## config.mk

```make
export PLATFORM = sky130hd
export DESIGN_NAME = fb_arbiter
export DESIGN_NICKNAME = d
export VERILOG_FILES = /design/src/rtl/fb_arbiter.sv
export SDC_FILE = /design/constraint.sdc
export NUM_CORES = 1
export LEC_CHECK = 0
export CORE_ASPECT_RATIO = 0.75
export CORE_MARGIN = 5
export CORE_UTILIZATION = 35
export DETAILED_ROUTE_END_ITERATION = 8
export GPL_TIMING_DRIVEN = 0
export HOLD_SLACK_MARGIN = 0.02
export MAX_ROUTING_LAYER = met4
export PLACE_DENSITY = 0.67
export SYNTH_ARGS = -nofsm -noshare
export SYNTH_HDL_FRONTEND = slang
export SYNTH_SLANG_ARGS = --single-unit
```

## constraint.sdc

```tcl
create_clock -name clk -period 3.9 [get_ports clk]
set_input_delay 0.585 -clock clk [delete_from_list [all_inputs] [get_ports clk]]
set_output_delay 0.585 -clock clk [all_outputs]
set_load 0.05 [all_outputs]
```

## src/rtl/fb_arbiter.sv

```systemverilog
// Framebuffer arbiter: one single-port RAM shared by the LCD refresh engine
// (fixed priority, bounded latency) and a valid/ready host port.
module fb_arbiter #(
    parameter int MAX_X  = 240,
    parameter int PAGES  = 8,
    parameter int ADDR_W = 11
) (
    input  logic              clk,
    input  logic              reset,
    input  logic [7:0]        lcd_x,
    input  logic [3:0]        lcd_y,
    output logic [7:0]        lcd_pixels,
    output logic              lcd_valid,
    input  logic              host_valid,
    output logic              host_ready,
    input  logic              host_we,
    input  logic [ADDR_W-1:0] host_addr,
    input  logic [7:0]        host_wdata,
    output logic [7:0]        host_rdata,
    output logic              host_rvalid,
    output logic [ADDR_W-1:0] mem_addr,
    output logic              mem_we,
    output logic [7:0]        mem_wdata,
    input  logic [7:0]        mem_rdata
);

    localparam int TAG_W = 11;
    localparam logic [ADDR_W-1:0] L_MAX_X = ADDR_W'(MAX_X);
    localparam logic [ADDR_W-1:0] L_DEPTH = ADDR_W'(MAX_X * PAGES);
    localparam logic [8:0]        L_XLIM  = 9'(MAX_X);

    typedef enum logic [1:0] {
        S_IDLE,
        S_LCD_CAP,
        S_HOST_CAP
    } state_t;

    state_t             r_state;
    logic [TAG_W-1:0]   r_tag;
    logic [TAG_W-1:0]   r_issued_tag;
    logic               r_loaded_ok;
    logic               r_dirty;
    logic               r_rd_oob;

    logic [TAG_W-1:0]   w_cur_tag;
    logic [ADDR_W-1:0]  w_lcd_addr;
    logic [ADDR_W-1:0]  w_tag_addr;
    logic               w_lcd_pend;
    logic               w_lcd_oob;
    logic               w_host_oob;
    logic               w_host_go;
    logic               w_unused_bits;

    // Page bit 3 of lcd_y is not part of the address space.
    assign w_unused_bits = lcd_y[3];

    assign w_cur_tag  = {lcd_y[2:0], lcd_x};
    assign w_lcd_addr = ADDR_W'(lcd_y[2:0]) * L_MAX_X + ADDR_W'(lcd_x);
    assign w_tag_addr = ADDR_W'(r_tag[TAG_W-1:8]) * L_MAX_X
                      + ADDR_W'(r_tag[7:0]);
    assign w_lcd_oob  = ({1'b0, lcd_x} >= L_XLIM);
    assign w_host_oob = (host_addr >= L_DEPTH);

    assign w_lcd_pend = !r_loaded_ok | r_dirty | (r_tag != w_cur_tag);
    assign lcd_valid  = !w_lcd_pend;
    assign host_ready = (r_state == S_IDLE) & !w_lcd_pend & !reset;
    assign w_host_go  = host_ready & host_valid;

    // RAM port is driven only in IDLE; LCD pending always wins the slot.
    always_comb begin
        mem_addr  = '0;
        mem_we    = 1'b0;
        mem_wdata = '0;
        if (!reset && r_state == S_IDLE) begin
            if (w_lcd_pend) begin
                if (!w_lcd_oob) begin
                    mem_addr = w_lcd_addr;
                end
            end else if (w_host_go && !w_host_oob) begin
                mem_addr = host_addr;
                if (host_we) begin
                    mem_we    = 1'b1;
                    mem_wdata = host_wdata;
                end
            end
        end
    end

    always_ff @(posedge clk) begin
        if (reset) begin
            r_state      <= S_IDLE;
            r_tag        <= '0;
            r_issued_tag <= '0;
            r_loaded_ok  <= 1'b0;
            r_dirty      <= 1'b0;
            r_rd_oob     <= 1'b0;
            lcd_pixels   <= '0;
            host_rdata   <= '0;
            host_rvalid  <= 1'b0;
        end else begin
            host_rvalid <= 1'b0;
            case (r_state)
                S_IDLE: begin
                    if (w_lcd_pend) begin
                        if (w_lcd_oob) begin
                            lcd_pixels  <= '0;
                            r_tag       <= w_cur_tag;
                            r_loaded_ok <= 1'b1;
                            r_dirty     <= 1'b0;
                        end else begin
                            r_issued_tag <= w_cur_tag;
                            r_state      <= S_LCD_CAP;
                        end
                    end else if (w_host_go) begin
                        if (host_we) begin
                            // Writing the displayed byte forces a re-read.
                            if (!w_host_oob && r_loaded_ok &&
                                host_addr == w_tag_addr) begin
                                r_dirty <= 1'b1;
                            end
                        end else begin
                            r_rd_oob <= w_host_oob;
                            r_state  <= S_HOST_CAP;
                        end
                    end
                end
                S_LCD_CAP: begin
                    lcd_pixels  <= mem_rdata;
                    r_tag       <= r_issued_tag;
                    r_loaded_ok <= 1'b1;
                    r_dirty     <= 1'b0;
                    r_state     <= S_IDLE;
                end
                S_HOST_CAP: begin
                    host_rdata  <= r_rd_oob ? 8'h00 : mem_rdata;
                    host_rvalid <= 1'b1;
                    r_state     <= S_IDLE;
                end
                default: r_state <= S_IDLE;
            endcase
        end
    end

endmodule

```

==> metrics.json, run 1 <==
{
  "numCtsBuffers": {"value": 5},
  "cts_buffer_depth": {"value": 2},
  "synthArstFlopShare": {"value": 0, "unit": "%"},
  "internal_power": {"value": 0.929, "unit": "mW"},
  "firstDrtPassIters": {"value": 4},
  "routed_via_density": {"value": 4.98},
  "detail_route.wirelength": {"value": 8350, "unit": "um"},
  "clock_transition_at_the_register_clock_pins_on_the_worst_setup_and_hold_paths_after_cts": {"value": 80, "unit": "ps"},
  "synth_compound_gate_area_share": {"value": 14.6, "unit": "%"},
  "flop_to_flop_setup_slack": {"value": 500, "unit": "ps"},
  "synth_area_per_cell": {"value": 8.61, "unit": "um^2"},
  "comb_power_share": {"value": 34.7, "unit": "%"},
  "top_level_ports": {"value": 82},
  "timing_worst_setup_path_type": {"value": "input pin to output pin"},
  "initial_core_util": {"value": 36.5, "unit": "%"},
  "timing_worst_slew_pin_value": {"value": 739, "unit": "ps"},
  "drv_slew": {"value": 0},
  "die_height": {"value": 89.2, "unit": "um"},
  "final_hold_viol_count": {"value": 0},
  "cts.root.buffer_cell": {"value": "sky130_fd_sc_hd__clkbuf_8"},
  "synth.mux.area_fraction": {"value": 4.44, "unit": "%"},
  "yosysWarnings": {"value": 0},
  "synth_most_common_cell": {"value": "sky130_fd_sc_hd__nor2_1"},
  "die_area": {"value": 0.0103, "unit": "mm^2"},
  "grt_antenna_before_repair": {"value": 0},
  "cp_max_fo": {"value": 7},
  "holdWs": {"value": 480, "unit": "ps"},
  "leakage": {"value": 1.72, "unit": "nW"},
  "grt_first_pass_wirelength": {"value": 13600, "unit": "um"},
  "synth_top_family_by_area": {"value": "simple AND/OR/NAND/NOR gates"},
  "fill_cells": {"value": 783},
  "route.antenna.remaining_nets": {"value": 0},
  "finalNetCount": {"value": 500},
  "start_kind": {"value": "input pin"},
  "postSynthNetCount": {"value": 411},
  "switching_part_of_the_total_power": {"value": 32.9, "unit": "%"},
  "fmax": {"value": 266, "unit": "MHz"},
  "multi_input_comb_area": {"value": 0.00190, "unit": "mm^2"},
  "min_period": {"value": 3760, "unit": "ps"},
  "worst_ir_drop_on_vdd": {"value": 0.000146, "unit": "V"},
  "core": {"value": 0.00802, "unit": "mm^2"},
  "cts_hold_repair.buffers": {"value": 0},
  "post_synth_num_cell_types": {"value": 41},
  "grt_start_max_net_pins": {"value": 14},
  "grt_pass1_vias": {"value": 2750},
  "post-synth-top-area-fraction": {"value": 30.1, "unit": "%"},
  "chipWidth": {"value": 116, "unit": "um"},
  "combined_global_route_utilization_of_all_metal_layers": {"value": 17.2, "unit": "%"},
  "r2r.worst_path.cells": {"value": 13},
  "synth.cell_area": {"value": 0.00293, "unit": "mm^2"},
  "hold_end": {"value": "r_tag[6]"},
  "worst_slew_slack_as_a_fraction_of_its_limit": {"value": 50.6, "unit": "%"},
  "fin_ws": {"value": 139, "unit": "ps"},
  "critical_path.reg2reg.startpoint": {"value": "r_tag[9]"},
  "finalSetupViolations": {"value": 0},
  "row_count": {"value": 28},
  "clock_power_share": {"value": 29.3, "unit": "%"},
  "post_synth_inst_count": {"value": 340},
  "final.period_utilization": {"value": 96.4, "unit": "%"},
  "maximum_capacitance_violations": {"value": 0},
  "htree_num_levels": {"value": 2},
  "routed-via-count": {"value": 2661},
  "cts_tree": {"value": "built"},
  "dp.final_hpwl": {"value": 6560, "unit": "um"},
  "yosys.area_share.xor_xnor": {"value": 10.2, "unit": "%"},
  "min_path_type": {"value": "flop to flop"},
  "end_of_the_worst_register_to_register_path": {"value": "r_dirty"},
  "cell_type_contributing_the_most_total_cell_area_after_synthesis": {"value": "sky130_fd_sc_hd__dfxtp_1"},
  "worstPathArrival": {"value": 3180, "unit": "ps"},
  "port_buffers": {"value": 79},
  "seqCellArea": {"value": 881, "unit": "um^2"},
  "synth-adder-area-share": {"value": 14.0, "unit": "%"},
  "number_of_antenna_cells_inserted": {"value": 0},
  "drt_drc_violations_left": {"value": 0},
  "cellPowerDensity": {"value": 353, "unit": "mW/mm^2"},
  "hold_path.startpoint": {"value": "r_issued_tag[6]"},
  "synth_edf_count": {"value": 0},
  "clock_latency": {"value": 300, "unit": "ps"},
  "final_global_route_overflow_total": {"value": 0},
  "tritoncts_num_sinks": {"value": 44},
  "clock-skew-final": {"value": 9.36, "unit": "ps"},
  "place_ws": {"value": -1000, "unit": "ps"},
  "outcome": {"value": "complete, no violations"},
  "place.gp.congestion": {"value": 0.862},
  "wire_per_inst": {"value": 15.6, "unit": "um"},
  "area_growth_syn_to_layout": {"value": 33.7, "unit": "%"},
  "sequential_area_share_after_synthesis": {"value": 30.1, "unit": "%"},
  "power.share.sequential": {"value": 36.0, "unit": "%"},
  "synth_simple_gate_area_share": {"value": 21.5, "unit": "%"},
  "total_power": {"value": 1.38, "unit": "mW"},
  "timing.hold.worst_path_depth": {"value": 2},
  "data_required_critical_path": {"value": 3310, "unit": "ps"},
  "synth_commonest_cells": {"value": "47 x sky130_fd_sc_hd__nor2_1, 44 x sky130_fd_sc_hd__dfxtp_1, 30 x sky130_fd_sc_hd__nand2_1"},
  "layout-drive-gt1-share": {"value": 11.9, "unit": "%"},
  "total_switching_power": {"value": 0.455, "unit": "mW"},
  "worst_setup_path_end_kind": {"value": "output pin"},
  "top_post_synthesis_cells_by_area": {"value": "sky130_fd_sc_hd__dfxtp_1 30%, sky130_fd_sc_hd__ha_1 8.5%, sky130_fd_sc_hd__xor2_1 7.8%"},
  "drt-initial-drc-count": {"value": 189},
  "synth-seq-cells": {"value": 44},
  "ys_dominant_reg_cell": {"value": "sky130_fd_sc_hd__dfxtp_1"}
}
[cells by family (layout without fill, tap and decap cells)]
logic type | after synthesis | count (layout)
and+or+nand+nor | 122 | 122
AOI/OAI and AO/OA | 61 | 61
DFF | 44 | 44
buffers and inverters | 38 | 127
xor gates and xnor gates | 34 | 34
adders and majority gates | 28 | 28
muxes | 13 | 13
[metal layers]
metal | global-route usage [%] | routed length (um) | vias up
met1 | 23.6 | 4140 | 1241
met2 | 27.0 | 3660 | 67
met3 | 3.04 | 487 | 6
li1 | - | - | 1347
met4 | 3.48 | 68 | 0
met5 | - | 0 | -
[metrics by stage]
step           TNS, ps  utilization [%]  std cells  area, um^2
2_1_floorplan        0                -        340        2930
3_3_place_gp    -14590             48.0        524        3850
3_5_place_dp    -15330             48.0        524        3850
4_1_cts              0             49.5        534        3970
5_1_grt          -2.21             48.8        534        3920
6_report             0             48.8        534        3920
[cells in the final DEF (no fill, tap or decap), types with 2 or more instances in the layout]
cell type / synthesis / routed
sky130_fd_sc_hd__a21o_1: 6 / 6
sky130_fd_sc_hd__a21oi_1: 17 / 16
sky130_fd_sc_hd__a22o_2: 6 / 6
sky130_fd_sc_hd__a22oi_1: 8 / 8
sky130_fd_sc_hd__a311oi_1: 11 / 11
sky130_fd_sc_hd__and3_1: 8 / 8
sky130_fd_sc_hd__buf_2: 1 / 3
sky130_fd_sc_hd__buf_4: 0 / 3
sky130_fd_sc_hd__buf_6: 1 / 2
sky130_fd_sc_hd__bufinv_16: 0 / 2
sky130_fd_sc_hd__clkbuf_1: 12 / 12
sky130_fd_sc_hd__clkbuf_2: 0 / 16
sky130_fd_sc_hd__clkbuf_8: 0 / 5
sky130_fd_sc_hd__clkdlybuf4s15_2: 0 / 2
sky130_fd_sc_hd__clkdlybuf4s50_1: 0 / 56
sky130_fd_sc_hd__dfxtp_1: 44 / 44
sky130_fd_sc_hd__fa_1: 8 / 8
sky130_fd_sc_hd__ha_1: 20 / 20
sky130_fd_sc_hd__inv_1: 23 / 23
sky130_fd_sc_hd__mux2i_1: 13 / 13
sky130_fd_sc_hd__nand2_1: 30 / 30
sky130_fd_sc_hd__nand2b_1: 4 / 4
sky130_fd_sc_hd__nand3_1: 3 / 3
sky130_fd_sc_hd__nand4_1: 4 / 4
sky130_fd_sc_hd__nor2_1: 47 / 47
sky130_fd_sc_hd__nor2b_1: 2 / 2
sky130_fd_sc_hd__nor3b_1: 11 / 11
sky130_fd_sc_hd__nor4_2: 4 / 4
sky130_fd_sc_hd__o21ai_0: 4 / 2
sky130_fd_sc_hd__o21ai_1: 4 / 6
sky130_fd_sc_hd__xnor2_1: 8 / 8
sky130_fd_sc_hd__xor2_1: 26 / 26
[critical path: stages]
cell                              delay, ps
sky130_fd_sc_hd__clkdlybuf4s15_2        270
sky130_fd_sc_hd__fa_1                   510
sky130_fd_sc_hd__ha_1                   240
sky130_fd_sc_hd__fa_1                   440
sky130_fd_sc_hd__ha_1                   350
sky130_fd_sc_hd__a21oi_2                 80
sky130_fd_sc_hd__nor3b_1                240
sky130_fd_sc_hd__xor2_1                 100
sky130_fd_sc_hd__o21ai_1                120
sky130_fd_sc_hd__clkbuf_4               240
[how the worst max path moves through the flow]
stage | startpoint | slack, ps | to
after CTS | lcd_y[1] | 30 | mem_addr[10]
after floorplan | lcd_y[0] | 80 | mem_addr[10]
after global routing | lcd_y[0] | -2 | mem_addr[9]
final | lcd_y[0] | 140 | mem_addr[10]
after global placement | lcd_y[1] | -980 | mem_addr[10]
after detailed placement | lcd_y[1] | -1000 | mem_addr[10]
[cell type report]
type	instances	share of cell area, %
sequential	44	22.5
clock inverter	2	1.53
multi-input combinational	258	48.5
inverter	24	2.30
buffer	14	1.57
tap	105	3.36
timing repair buffer	82	18.5
clock buffer	5	1.76
[sequential cells by signal, summed over array words and instances (netlist names)]
register	flops
r_state	2
r_issued_tag	11
host_rdata	8
r_loaded_ok	1
host_rvalid	1
lcd_pixels	8
r_dirty	1
r_rd_oob	1
r_tag	11
[power groups by stage]
| stage | clock, mW | sequential (mW) | combinational, mW |
|---|---|---|---|
| after CTS | 0.414 | 0.498 | 0.479 |
| after global routing | 0.432 | 0.502 | 0.535 |
| after detailed placement | 0 | 0.509 | 0.485 |
| after global placement | 0 | 0.508 | 0.471 |
| after floorplan | 0 | 0.520 | 0.316 |
| final | 0.405 | 0.498 | 0.480 |
[what timing repair did]
item,in CTS,in global routing
buffers inserted,3,0
pin swaps,2,0
endpoints found under the setup margin,20,19
resized for setup,42,38
Note: power is estimated with default switching activity, not from simulation.
==> inputs of run 2 (changes only) <==
ABC_AREA = 1   (was unset)
CORE_MARGIN = unset   (was 5)
CTS_CLUSTER_SIZE = 20   (was unset)
PLACE_DENSITY = 0.66   (was 0.67)
==> run 2 against run 1 <==
Critical path depth rose by 2. Clock skew fell by 3.2 ps. Largest cell class unchanged. The run now ends with design-rule violations left. Global-route usage rose by 4.9 points. Synthesized area rose by 8.4%. Via count rose by 32%. Routed wire length rose by 20%. Clock power rose by 19%. Final area rose by 9.2%. First-iteration DRC count rose by 48%. Cell count rose by 28%. Critical endpoint unchanged. Clock-buffer cell count did not move.
==> metrics.json, run 2 <==
{
  "grt_antenna_before_repair": {"value": 0, "change": "unchanged"},
  "grt_start_max_net_pins": {"value": 15, "change": "+1"},
  "row_count": {"value": 29, "change": "+3.6%"},
  "ys_dominant_reg_cell": {"value": "sky130_fd_sc_hd__dfxtp_1"},
  "htree_num_levels": {"value": 2, "change": "unchanged"},
  "clock_latency": {"value": 290, "unit": "ps", "change": "about the same"},
  "timing_worst_slew_pin_value": {"value": 516, "unit": "ps", "change": "-223 ps"},
  "min_path_type": {"value": "flop to flop"},
  "worstPathArrival": {"value": 3310, "unit": "ps", "change": "+130 ps"},
  "sequential_area_share_after_synthesis": {"value": 27.8, "unit": "%", "change": "-2.3 points"},
  "die_height": {"value": 84.5, "unit": "um", "change": "-5.3%"},
  "cellPowerDensity": {"value": 355, "unit": "mW/mm^2", "change": "+0.48%"},
  "layout-drive-gt1-share": {"value": 9.25, "unit": "%", "change": "-2.6 points"},
  "min_period": {"value": 3900, "unit": "ps", "change": "+137 ps"},
  "final_hold_viol_count": {"value": 0, "change": "unchanged"},
  "clock_transition_at_the_register_clock_pins_on_the_worst_setup_and_hold_paths_after_cts": {"value": 60, "unit": "ps", "change": "-20 ps"},
  "post_synth_inst_count": {"value": 484, "change": "+42%"},
  "post-place-cells": {"value": 672, "change": "+28%"},
  "drv_slew": {"value": 0, "change": "unchanged"},
  "fill_cells": {"value": 884, "change": "+13%"},
  "routed_via_density": {"value": 5.17, "change": "+3.7%"},
  "setup_total_negative_slack": {"value": 0, "unit": "ps", "change": "unchanged"},
  "violations": {"value": "design-rule violations"},
  "layout_commonest_cell": {"value": "sky130_fd_sc_hd__nand2_1"},
  "outcome": {"value": "finished with violations"},
  "final_cell_count_no_fill": {"value": 681, "change": "+28%"},
  "post-synth-top-area-fraction": {"value": 27.8, "unit": "%", "change": "-2.3 points"},
  "worst_ir_drop_on_vdd": {"value": 0.000208, "unit": "V", "change": "+42%"},
  "fin_ws": {"value": 2.50, "unit": "ps", "change": "-137 ps"},
  "detail_route.wirelength": {"value": 10000, "unit": "um", "change": "+20%"},
  "maximum_capacitance_violations": {"value": 0, "change": "unchanged"},
  "final.period_utilization": {"value": 99.9, "unit": "%", "change": "+3.5 points"},
  "synthArstFlopShare": {"value": 0, "unit": "%", "change": "unchanged"},
  "combined_global_route_utilization_of_all_metal_layers": {"value": 22.1, "unit": "%", "change": "+4.9 points"},
  "drt-initial-drc-count": {"value": 280, "change": "+48%"},
  "postSynthNetCount": {"value": 555, "change": "+35%"},
  "top_post_synthesis_cells_by_area": {"value": "sky130_fd_sc_hd__dfxtp_1 28%, sky130_fd_sc_hd__nand2_1 14%, sky130_fd_sc_hd__nand3_1 8.0%"},
  "port_buffers": {"value": 80, "change": "+1.3%"},
  "drt_drc_violations_left": {"value": 7, "change": "+7"},
  "final_global_route_overflow_total": {"value": 0, "change": "unchanged"},
  "finalNetCount": {"value": 643, "change": "+29%"},
  "route.antenna.remaining_nets": {"value": 0, "change": "unchanged"},
  "cell_type_contributing_the_most_total_cell_area_after_synthesis": {"value": "sky130_fd_sc_hd__dfxtp_1"},
  "synth_commonest_cells": {"value": "119 x sky130_fd_sc_hd__nand2_1, 64 x sky130_fd_sc_hd__inv_1, 51 x sky130_fd_sc_hd__nand3_1"},
  "cp_max_fo": {"value": 6, "change": "-1"},
  "die_area": {"value": 0.00945, "unit": "mm^2", "change": "-8.3%"},
  "initial_core_util": {"value": 36.7, "unit": "%", "change": "+0.25 points"},
  "tritoncts_num_sinks": {"value": 44, "change": "unchanged"},
  "synth_area_per_cell": {"value": 6.56, "unit": "um^2", "change": "-24%"},
  "top_level_ports": {"value": 82, "change": "unchanged"},
  "area_growth_syn_to_layout": {"value": 34.8, "unit": "%"},
  "dp.final_hpwl": {"value": 8100, "unit": "um", "change": "+23%"},
  "synth.cell_area": {"value": 0.00317, "unit": "mm^2", "change": "+8.4%"},
  "synth_edf_count": {"value": 0, "change": "unchanged"},
  "data_required_critical_path": {"value": 3310, "unit": "ps", "change": "about the same"},
  "core": {"value": 0.00864, "unit": "mm^2", "change": "+7.6%"},
  "cts_buffer_depth": {"value": 2, "change": "unchanged"},
  "start_kind": {"value": "input pin"},
  "post_synth_num_cell_types": {"value": 34, "change": "-17%"},
  "synth-seq-cells": {"value": 44, "change": "unchanged"},
  "number_of_antenna_cells_inserted": {"value": 0, "change": "unchanged"},
  "most-common-layout-cells": {"value": "119 x sky130_fd_sc_hd__nand2_1, 64 x sky130_fd_sc_hd__inv_1, 57 x sky130_fd_sc_hd__clkdlybuf4s50_1"},
  "cts_tree": {"value": "built"},
  "finalSetupViolations": {"value": 0, "change": "unchanged"},
  "leakage": {"value": 2.00, "unit": "nW", "change": "+16%"},
  "chipWidth": {"value": 112, "unit": "um", "change": "-3.2%"},
  "place_ws": {"value": -1250, "unit": "ps", "change": "-247 ps"},
  "setup_repair_after_global_routing_missed_its_margin": {"value": "yes"},
  "worst_setup_path_end_kind": {"value": "output pin"},
  "synth_most_common_cell": {"value": "sky130_fd_sc_hd__nand2_1"},
  "worst_slew_slack_as_a_fraction_of_its_limit": {"value": 65.6, "unit": "%", "change": "+15 points"},
  "timing_worst_setup_path_type": {"value": "input pin to output pin"},
  "yosysWarnings": {"value": 0, "change": "unchanged"},
  "grt_pass1_vias": {"value": 3205, "change": "+17%"},
  "cts.root.buffer_cell": {"value": "sky130_fd_sc_hd__clkbuf_16"},
  "grt_first_pass_wirelength": {"value": 16200, "unit": "um", "change": "+19%"},
  "firstDrtPassIters": {"value": 9, "change": "+5"},
  "top_regs": {"value": "r_issued_tag: 11 flops, r_tag: 11 flops"},
  "place.gp.congestion": {"value": 0.901, "change": "+4.5%"},
  "wire_per_inst": {"value": 14.7, "unit": "um", "change": "-6.0%"},
  "fmax": {"value": 257, "unit": "MHz", "change": "-3.5%"},
  "numCtsBuffers": {"value": 5, "change": "unchanged"},
  "clock-skew-final": {"value": 6.15, "unit": "ps", "change": "-3.21 ps"},
  "routed-via-count": {"value": 3519, "change": "+32%"}
}
## run 2: kinds of logic after synthesis
family                     after synthesis  share of synthesized area (%)
adders and majority gates               28                           12.9
buffers and inverters                   89                           11.0
xor gates and xnor gates                 5                           1.38
and+or+nand+nor                        234                           32.8
DFF                                     44                           27.8
AOI/OAI and AO/OA                       84                           14.1
## run 2: path summary, 6_finish.rpt
path | start | endpoint | slack, ps | cells after the start
worst max-delay path | lcd_y[0] | mem_addr[10] | 3 | 12
worst min register to register | r_dirty | r_dirty | 460 | 2
worst min-delay path | r_dirty | r_dirty | 460 | 2
worst max register to register | r_tag[8] | r_dirty | 250 | 19
## run 2: final cells by class
class                           count  area, um^2  share of cell area (%)
Buffer                             14        65.1                    1.52
Clock buffer                        5         125                    2.93
Clock inverter                      3        42.5                   0.995
Inverter                           75         283                    6.61
Multi-Input combinational cell    351        1980                    46.4
Sequential cell                    44         881                    20.6
Tap cell                          108         135                    3.16
Timing Repair Buffer               81         761                    17.8
## run 2: layer usage
metal	track usage, %	vias up	wire length [um]	part of all wire, %
met5	-	-	0	0
met4	4.61	0	99	0.99
met3	3.90	8	811	8.1
met2	31.5	130	4150	41
met1	32.3	1633	4950	49
li1	-	1748	-	-
## run 2: critical path, cell delays in order
cell	delay (ps)
sky130_fd_sc_hd__buf_2	170
sky130_fd_sc_hd__fa_1	590
sky130_fd_sc_hd__ha_2	200
sky130_fd_sc_hd__fa_1	460
sky130_fd_sc_hd__ha_4	310
sky130_fd_sc_hd__inv_1	60
sky130_fd_sc_hd__o31ai_2	220
sky130_fd_sc_hd__and2_4	190
sky130_fd_sc_hd__nand2_1	60
sky130_fd_sc_hd__xnor2_1	140
sky130_fd_sc_hd__o21ai_1	160
sky130_fd_sc_hd__buf_6	180
## run 2: power breakdown
| part | internal, mW | switching (mW) | leakage, nW |
|---|---|---|---|
| registers | 0.477 | 0.0225 | 0.361 |
| clock network | 0.301 | 0.181 | 0.0798 |
| logic | 0.204 | 0.333 | 1.56 |
## run 2: timing repair
item	in CTS	in global routing
buffers inserted	1	0
resized for setup	52	26
hold buffers	0	0
endpoints found under the hold margin	0	0
endpoints found under the setup margin	20	12
pin swaps	2	2
## run 2: metrics by stage
stage	instance area, um^2	hold WS, ps	util (%)	power (mW)
2_1_floorplan	3190	440	-	0.850
3_3_place_gp	4120	448	47.8	1.01
3_5_place_dp	4120	457	47.8	1.03
4_1_cts	4290	465	49.7	1.51
5_1_grt	4280	481	49.5	1.60
6_report	4280	464	49.5	1.52
